[src/rtl/div_ctrl.sv]
// Divide-unit controller: sign handling around an external unsigned divider,
// with divider warm-up after reset, divide-by-zero bypass and flush draining.
module div_ctrl (
  input  logic        clk,
  input  logic        reset,
  input  logic        in_valid,
  output logic        in_ready,
  input  logic [1:0]  op,
  input  logic [31:0] src1,
  input  logic [31:0] src2,
  input  logic        flush,
  output logic        out_valid,
  input  logic        out_ready,
  output logic [31:0] out_result,
  output logic        div_divisor_tvalid,
  output logic        div_dividend_tvalid,
  output logic [31:0] div_divisor_tdata,
  output logic [31:0] div_dividend_tdata,
  input  logic        div_dout_tvalid,
  input  logic [63:0] div_dout_tdata
);

  typedef enum logic [2:0] {RST_WAIT, IDLE, WAIT, DONE, DRAIN} state_t;

  state_t      state;
  logic [5:0]  rst_cnt;
  logic [1:0]  op_q;
  logic        s1_q;
  logic        s2_q;
  logic        issue;

  logic        s1_in;
  logic        s2_in;
  logic [31:0] mag1;
  logic [31:0] mag2;
  logic [31:0] q_raw;
  logic [31:0] r_raw;
  logic [31:0] q_fix;
  logic [31:0] r_fix;
  logic [31:0] fix_res;

  assign in_ready            = (state == IDLE) && !flush;
  assign div_divisor_tvalid  = issue;
  assign div_dividend_tvalid = issue;

  always_comb begin
    // Signs are only meaningful for the signed ops (op[1] == 0).
    s1_in = ~op[1] & src1[31];
    s2_in = ~op[1] & src2[31];
    mag1  = s1_in ? (~src1 + 32'd1) : src1;
    mag2  = s2_in ? (~src2 + 32'd1) : src2;
    q_raw = div_dout_tdata[63:32];
    r_raw = div_dout_tdata[31:0];
    q_fix = (s1_q ^ s2_q) ? (~q_raw + 32'd1) : q_raw;
    r_fix = s1_q ? (~r_raw + 32'd1) : r_raw;
    fix_res = op_q[0] ? r_fix : q_fix;
  end

  always_ff @(posedge clk or posedge reset) begin
    if (reset) begin
      state              <= RST_WAIT;
      rst_cnt            <= '0;
      out_valid          <= 1'b0;
      out_result         <= '0;
      issue              <= 1'b0;
      div_divisor_tdata  <= '0;
      div_dividend_tdata <= '0;
      op_q               <= '0;
      s1_q               <= 1'b0;
      s2_q               <= 1'b0;
    end else begin
      issue <= 1'b0;
      case (state)
        RST_WAIT: begin
          if (rst_cnt == 6'd33) state <= IDLE;
          else                  rst_cnt <= rst_cnt + 6'd1;
        end
        IDLE: begin
          if (in_valid && in_ready) begin
            op_q <= op;
            s1_q <= s1_in;
            s2_q <= s2_in;
            if (src2 == '0) begin
              out_result <= op[0] ? src1 : '1;
              out_valid  <= 1'b1;
              state      <= DONE;
            end else begin
              issue              <= 1'b1;
              div_dividend_tdata <= mag1;
              div_divisor_tdata  <= mag2;
              state              <= WAIT;
            end
          end
        end
        WAIT: begin
          // A result arriving with the flush is already consumed, so no drain.
          if (flush) begin
            state <= div_dout_tvalid ? IDLE : DRAIN;
          end else if (div_dout_tvalid) begin
            out_result <= fix_res;
            out_valid  <= 1'b1;
            state      <= DONE;
          end
        end
        DONE: begin
          if (flush || out_ready) begin
            out_valid <= 1'b0;
            state     <= IDLE;
          end
        end
        DRAIN: begin
          if (div_dout_tvalid) state <= IDLE;
        end
        default: state <= IDLE;
      endcase
    end
  end

endmodule

[config.mk]
export PLATFORM = sky130hd
export DESIGN_NAME = div_ctrl
export DESIGN_NICKNAME = d
export VERILOG_FILES = /design/src/rtl/div_ctrl.sv
export SDC_FILE = /design/constraint.sdc
export NUM_CORES = 1
export LEC_CHECK = 0
export CORE_ASPECT_RATIO = 0.7
export CORE_UTILIZATION = 65
export DETAILED_ROUTE_END_ITERATION = 12
export DONT_BUFFER_PORTS = 1
export GPL_TIMING_DRIVEN = 0
export PLACE_DENSITY = 0.81
export SYNTH_ARGS = -nofsm -noshare
export SYNTH_HDL_FRONTEND = slang
export SYNTH_SLANG_ARGS = --single-unit
[constraint.sdc]
create_clock -name clk -period 5.5 [get_ports clk]
set_clock_uncertainty 0.2 [all_clocks]
set_input_delay 1.1 -clock clk [delete_from_list [all_inputs] [get_ports clk]]
set_output_delay 1.1 -clock clk [all_outputs]
set_load 0.05 [all_outputs]
==> flow_summary.ini, run 1 <==
[timing]
min_period_ns = 3.75
rsz0062_at_grt = no
fmax_ghz = 0.267
fin_setup_tns_ns = 0
maxSlewViolCount = 0
period_share_pct = 68.2
postLayoutSetupSlackWorst_ns = 1.75
slew_headroom_pct = 21.6
tightest_slew_ns = 1.17
hold_viol = 0
setup_viol = 0

[worst_hold_path]
hold_class = register to register
whs_endpoint = rst_cnt[5]$_DFFE_PP0P_
min_path_cells = 1
worstHoldStart = rst_cnt[5]$_DFFE_PP0P_

[drt]
first_pass_iters = 6
vias_per_cell = 6.88
routedWlPerCell_um = 22.5
vias = 7365
initialDrtViolationCount = 781
wirelength_mm = 24.1
route.detailed.drc = 0
drtAntennaViolNets = 0

[critical_path]
required_ns = 5.60
crit_chain = nor4_1 -> and4b_1 -> buf_2 -> a21oi_1 -> xnor2_1 -> a222oi_1 -> o21a_1
r2r_end = out_result[21]$_DFFE_PP0P_
arrival_ns = 3.85
worstPathMaxFanout = 10
crit_path_start_kind = primary input
reg2reg_depth = 8
slowest_delay_ns = 0.81
rrSetupSlack_ns = 2.43
timing.rr.start = state[2]$_DFFE_PP0P_
worstSetupEndpointType = register
worst-setup-path-type = primary input to register
crit_slowest_cell = nor4_1

[power_and_ir_drop]
switching_share_pct = 57.3
p_sw_mw = 2.74
power.density_nw_per_um2 = 599
seqPwrFrac_pct = 54.9
power_leakage_nw = 3.19
p_int_mw = 2.05
vdd_ir_drop_max_mv = 0.408
clockPowerShare_pct = 13.4
combinationalPowerShare_pct = 31.7

[global_routing]
grt_pass1_vias = 6839
grt_max_degree = 69
grt_pass1_wl_mm = 37.3
overflow = 0
globalRouteTotalUtil_pct = 41.1
grt_antenna_before_repair = 0

[synthesis]
synth_cell_types = 58
yosys.area.top_type = dfrtp_1
syn-num-nets = 1043
netlist_instances = 901
syn_area_sq_um = 7500
synthTopCellsByArea = dfrtp_1, xnor2_1, o21ai_0
yosysSeqAreaShare_pct = 36.7
yosysWarnings = 0
yosys_most_used_dff = dfrtp_1
synthArstFlopShare_pct = 100
synth-edff-count = 0
synth_top_area_share_pct = 36.7
ys_ff_latch = 110
syn_area_per_cell_sq_um = 8.32

[cells_and_area]
diodes = 0
final_cell_mix = dfrtp_1, nand2_1, o21ai_0, nor2_1, xnor2_1
final_nets = 1055
multiInputGateArea_sq_um = 4410
fill_cells = 919
final_common_cell = dfrtp_1
ff_latch_area_sq_um = 2750
area_growth_pct = 6.83
drive_gt1_share_pct = 5.56

[placed_design]
gp_congestion = 0.972
hpwl_mm = 19.2
io_buffers = 0
dp_slack_ns = 1.55

[floorplan]
fp.dieW_um = 130
rows = 32
die_area_sq_um = 12000
initial_core_util_pct = 67.3
core-area_sq_um = 11100
die_h_um = 91.8
pin_count = 236

[clock_network]
tritoncts = built
insertion_delay_ns = 0.35
cts_max_level = 3
clockRootBuffer = clkbuf_16
cts.repair.resized = 0
cts.sinks = 110
postCtsHoldBufs = 0
cts_setup_buffers = 0
numCtsBuffers = 9
clock_path_buffers = 2
clk_pin_slew_ns = 0.07

[run_status]
status = finished, final reports clean

[run]
maxCapViolCount = 0
-- critical path, delay by kind of cell --
family,cells,cell delay [ns]
AOI/OAI and AO/OA,3,1.03
xor gates and xnor gates,1,0.19
buffers and inverters,1,0.28
and+or+nand+nor,2,1.24
-- power groups by stage --
stage | Combinational [mW] | Clock [mW] | Sequential (mW)
6_report | 1.52 | 0.643 | 2.63
3_5_place_dp | 1.48 | 0 | 2.64
3_3_place_gp | 1.43 | 0 | 2.63
2_1_floorplan | 1.15 | 0 | 2.53
4_1_cts | 1.49 | 0.642 | 2.63
5_1_grt | 1.67 | 0.675 | 2.67
-- worst max path at each step --
stage	slack, ns	from	cells after the start	end
finish	1.75	div_dout_tdata[36]	7	out_result[15]$_DFFE_PP0P_
global route	1.60	div_dout_tdata[36]	7	out_result[15]$_DFFE_PP0P_
CTS	1.87	src1[0]	9	div_dividend_tdata[22]$_DFFE_PP0P_
detailed placement	1.55	src1[0]	9	div_dividend_tdata[22]$_DFFE_PP0P_
global placement	0.31	reset	1	div_divisor_tdata[23]$_DFFE_PP0P_
floorplan	1.30	reset	1	div_dividend_tdata[0]$_DFFE_PP0P_
-- cells in the mapped netlist (all sizes together), types with 2 or more instances --
library cell and instances:
o21ai 101, and4b 3, o22ai 11, o21a 6, nand3 12, nor2b 5
nand2b 11, or4b 3, nor3 39, or2 2, inv 21, mux2 3
o41ai 14, o32ai 3, xnor2 66, nand4 4, ha 6, a222oi 2
mux2i 12, xor2 49, and3 6, and2 3, buf 21, dfrtp 110
nor4 23, o221ai 4, clkbuf 36, a31oi 22, o211ai 2, or3 4
a22o 6, nor2 83, nor3b 4, or4 11, a41oi 7, or3b 3
a211oi 9, nand2 103, and4 3, a21oi 40, o31ai 19, and3b 2
-- state kept, by name, indices dropped and copies added, names as in the netlist, 3 cells and up --
name / cells
div_dividend_tdata: 32
div_divisor_tdata: 32
out_result: 32
rst_cnt: 6
state: 3
-- logic make-up (layout without fill, tap and decap cells) --
group / Yosys count / count (layout) / synth area share, %
adder cells (fa/ha/maj): 6 / 6 / 1.00
XOR/XNOR: 115 / 115 / 13.4
AND/OR/NAND/NOR: 327 / 327 / 21.6
buffers and inverters: 78 / 95 / 4.49
flip-flops: 110 / 110 / 36.7
multiplexers: 15 / 15 / 2.05
AO/OA/AOI/OAI: 250 / 250 / 20.7
-- routing by layer --
metal  wire [um]  global-route usage [%]
met5           0                       0
met4         692                    10.6
met3        3140                    13.1
met2       10300                    61.2
met1        9980                    57.5
-- metrics by stage --
stage                     cell area (sq um)  hold slack, ns  total power [mW]  utilization (%)  cells
after detailed placement               7720           0.280              4.12             69.3   1055
final                                  8010           0.299              4.79             71.9   1071
after CTS                              8000           0.294              4.76             71.9   1071
after floorplan                        7500           0.242              3.68                -    901
after global routing                   8010           0.328              5.01             71.9   1071
after global placement                 7690           0.256              4.06             69.1   1054
-- layout make-up --
class / instances / share of cell area (%)
Buffer: 57 / 3.22
Clock buffer: 10 / 2.86
Clock inverter: 6 / 0.687
Inverter: 21 / 1.02
Multi-Input combinational cell: 713 / 55.1
Sequential cell: 110 / 34.4
Tap cell: 153 / 2.39
Timing Repair Buffer: 1 / 0.344
Note: power is estimated with default switching activity, not from simulation.
==> inputs of run 2 (changes only) <==
Clock period 5.5 ns to 3.58 ns, I/O delays scaled along.
==> run 2 against run 1 <==
Power grew 53%. Clock-buffer cell count unchanged. First-iteration DRC count increased by 3.8%. Global-route usage decreased by 0.44 points. Non-clock buffer count increased by 1. Utilization about the same. Largest cell class unchanged. Sequential share of layout area barely moved.
==> flow_summary.ini, run 2 (synthesized netlist as in run 1, its figures left out) <==
[global_routing]
grt_antenna_before_repair = 0
globalRouteTotalUtil_pct = 40.7
grt_pass1_vias = 6896
grt_max_degree = 47
overflow = 0
grt_pass1_wl_mm = 37.0

[floorplan]
rows = 32
die_area_sq_um = 12000
pin_count = 236
core-area_sq_um = 11100
die_h_um = 91.8
initial_core_util_pct = 67.3
fp.dieW_um = 130

[cells_and_area]
fin_util_pct = 72.0
final_common_cell = dfrtp_1
final_nets = 1056
drive_gt1_share_pct = 5.56
diodes = 0
reg_top3 = div_dividend_tdata x32, div_divisor_tdata x32, out_result x32
final_cell_mix = dfrtp_1, nand2_1, o21ai_0, nor2_1, xnor2_1
area_growth_pct = 6.84

[drt]
vias_per_cell = 6.93
route.detailed.drc = 0
drtAntennaViolNets = 0
routedWlPerCell_um = 22.8
initialDrtViolationCount = 811
vias = 7421
first_pass_iters = 5
wirelength_mm = 24.4

[power_and_ir_drop]
switching_share_pct = 57.3
p_sw_mw = 4.21
combinationalPowerShare_pct = 32.0
seqPwrFrac_pct = 55.0
power_leakage_nw = 3.20
vdd_ir_drop_max_mv = 0.672
clockPowerShare_pct = 13.1
power.density_nw_per_um2 = 918
p_int_mw = 3.14

[clock_network]
clock_path_buffers = 2
postCtsHoldBufs = 0
insertion_delay_ns = 0.35
cts.sinks = 110
tritoncts = built
clk_pin_slew_ns = 0.08
cts_setup_buffers = 0
numCtsBuffers = 9
cts.repair.resized = 0
clockRootBuffer = clkbuf_16
cts_max_level = 3

[critical_path]
required_ns = 3.60
cpLargestDelayFamily = simple AND/OR/NAND/NOR gates
worstSetupEndpointType = register
crit_path_start_kind = primary input
worstPathMaxFanout = 9
path_buf_inv = 2
arrival_ns = 3.30
crit_slowest_cell = nor4_1
slowest_delay_ns = 0.67
worst-setup-path-type = primary input to register
crit_chain = inv_1 -> ha_1 -> or4b_2 -> nor4_1 -> and3_1 -> buf_2 -> a41oi_1 -> xnor2_1 -> o21ai_0

[placed_design]
gp_congestion = 0.996
hpwl_mm = 19.2
io_buffers = 0

[timing]
slew_headroom_pct = 24.7
hold_viol = 0
setup_viol = 0
rsz0062_at_grt = no
fmax_ghz = 0.305
period_share_pct = 91.6
maxSlewViolCount = 0
fin_setup_tns_ns = 0
tightest_slew_ns = 1.12
min_period_ns = 3.28

[run]
maxCapViolCount = 0

[worst_hold_path]
hold_class = primary input to asynchronous set/reset pin

[run_status]
status = finished, final reports clean
-- run 2: layout make-up --
| type | count | area (sq um) |
|---|---|---|
| Multi-Input combinational cell | 713 | 4410 |
| Sequential cell | 110 | 2750 |
| Timing Repair Buffer | 2 | 40.0 |
| Buffer | 57 | 258 |
| Inverter | 21 | 82.6 |
| Clock buffer | 10 | 229 |
| Fill cell | 889 | 3120 |
| Tap cell | 153 | 191 |
| Clock inverter | 5 | 42.5 |
-- run 2: worst reg2reg max path, delay by kind of cell (launching register included) --
family	cells	cell delay (ns)
compound gates	2	0.69
buf+inv	3	0.69
flops	1	0.37
simple gates	3	0.99
-- run 2: power groups by stage --
stage / Clock, mW / Combinational (mW) / Sequential, mW
global placement: 0 / 2.20 / 4.04
detailed placement: 0 / 2.28 / 4.06
finish: 0.959 / 2.35 / 4.04
global route: 1.01 / 2.59 / 4.10
floorplan: 0 / 1.77 / 3.89
CTS: 0.957 / 2.30 / 4.03
-- run 2: layer usage --
metal	wire [um]	track usage, %	vias up
li1	-	-	3269
met5	0	0	-
met3	3500	14.1	75
met1	9840	56.9	3544
met4	709	13.0	0
met2	10400	58.7	533
-- run 2: final timing paths --
check	cells past startpoint	endpoint	startpoint	slack, ns
setup reg to reg	8	out_result[29]$_DFFE_PP0P_	state[2]$_DFFE_PP0P_	0.56
hold / removal	1	div_divisor_tdata[18]$_DFFE_PP0P_	reset	0.09
setup / recovery	9	div_dividend_tdata[22]$_DFFE_PP0P_	src1[0]	0.30
hold reg to reg	1	rst_cnt[5]$_DFFE_PP0P_	rst_cnt[5]$_DFFE_PP0P_	0.29
min in group clk	1	state[2]$_DFFE_PP0P_	div_dout_tvalid	0.23
max in group asynchronous	2	out_result[16]$_DFFE_PP0P_	reset	2.48
-- run 2: through the flow --
step	cells	total power, mW	instance area, sq um	hold slack [ns]	worst slack, ns
after floorplan	901	5.65	7500	0.242	0.619
after global placement	1054	6.24	7690	0.255	0.0681
after detailed placement	1056	6.34	7730	0.268	0.00821
after CTS	1071	7.29	8000	0.0986	0.372
after global routing	1071	7.69	8010	0.128	0.0867
final	1071	7.35	8010	0.0914	0.302
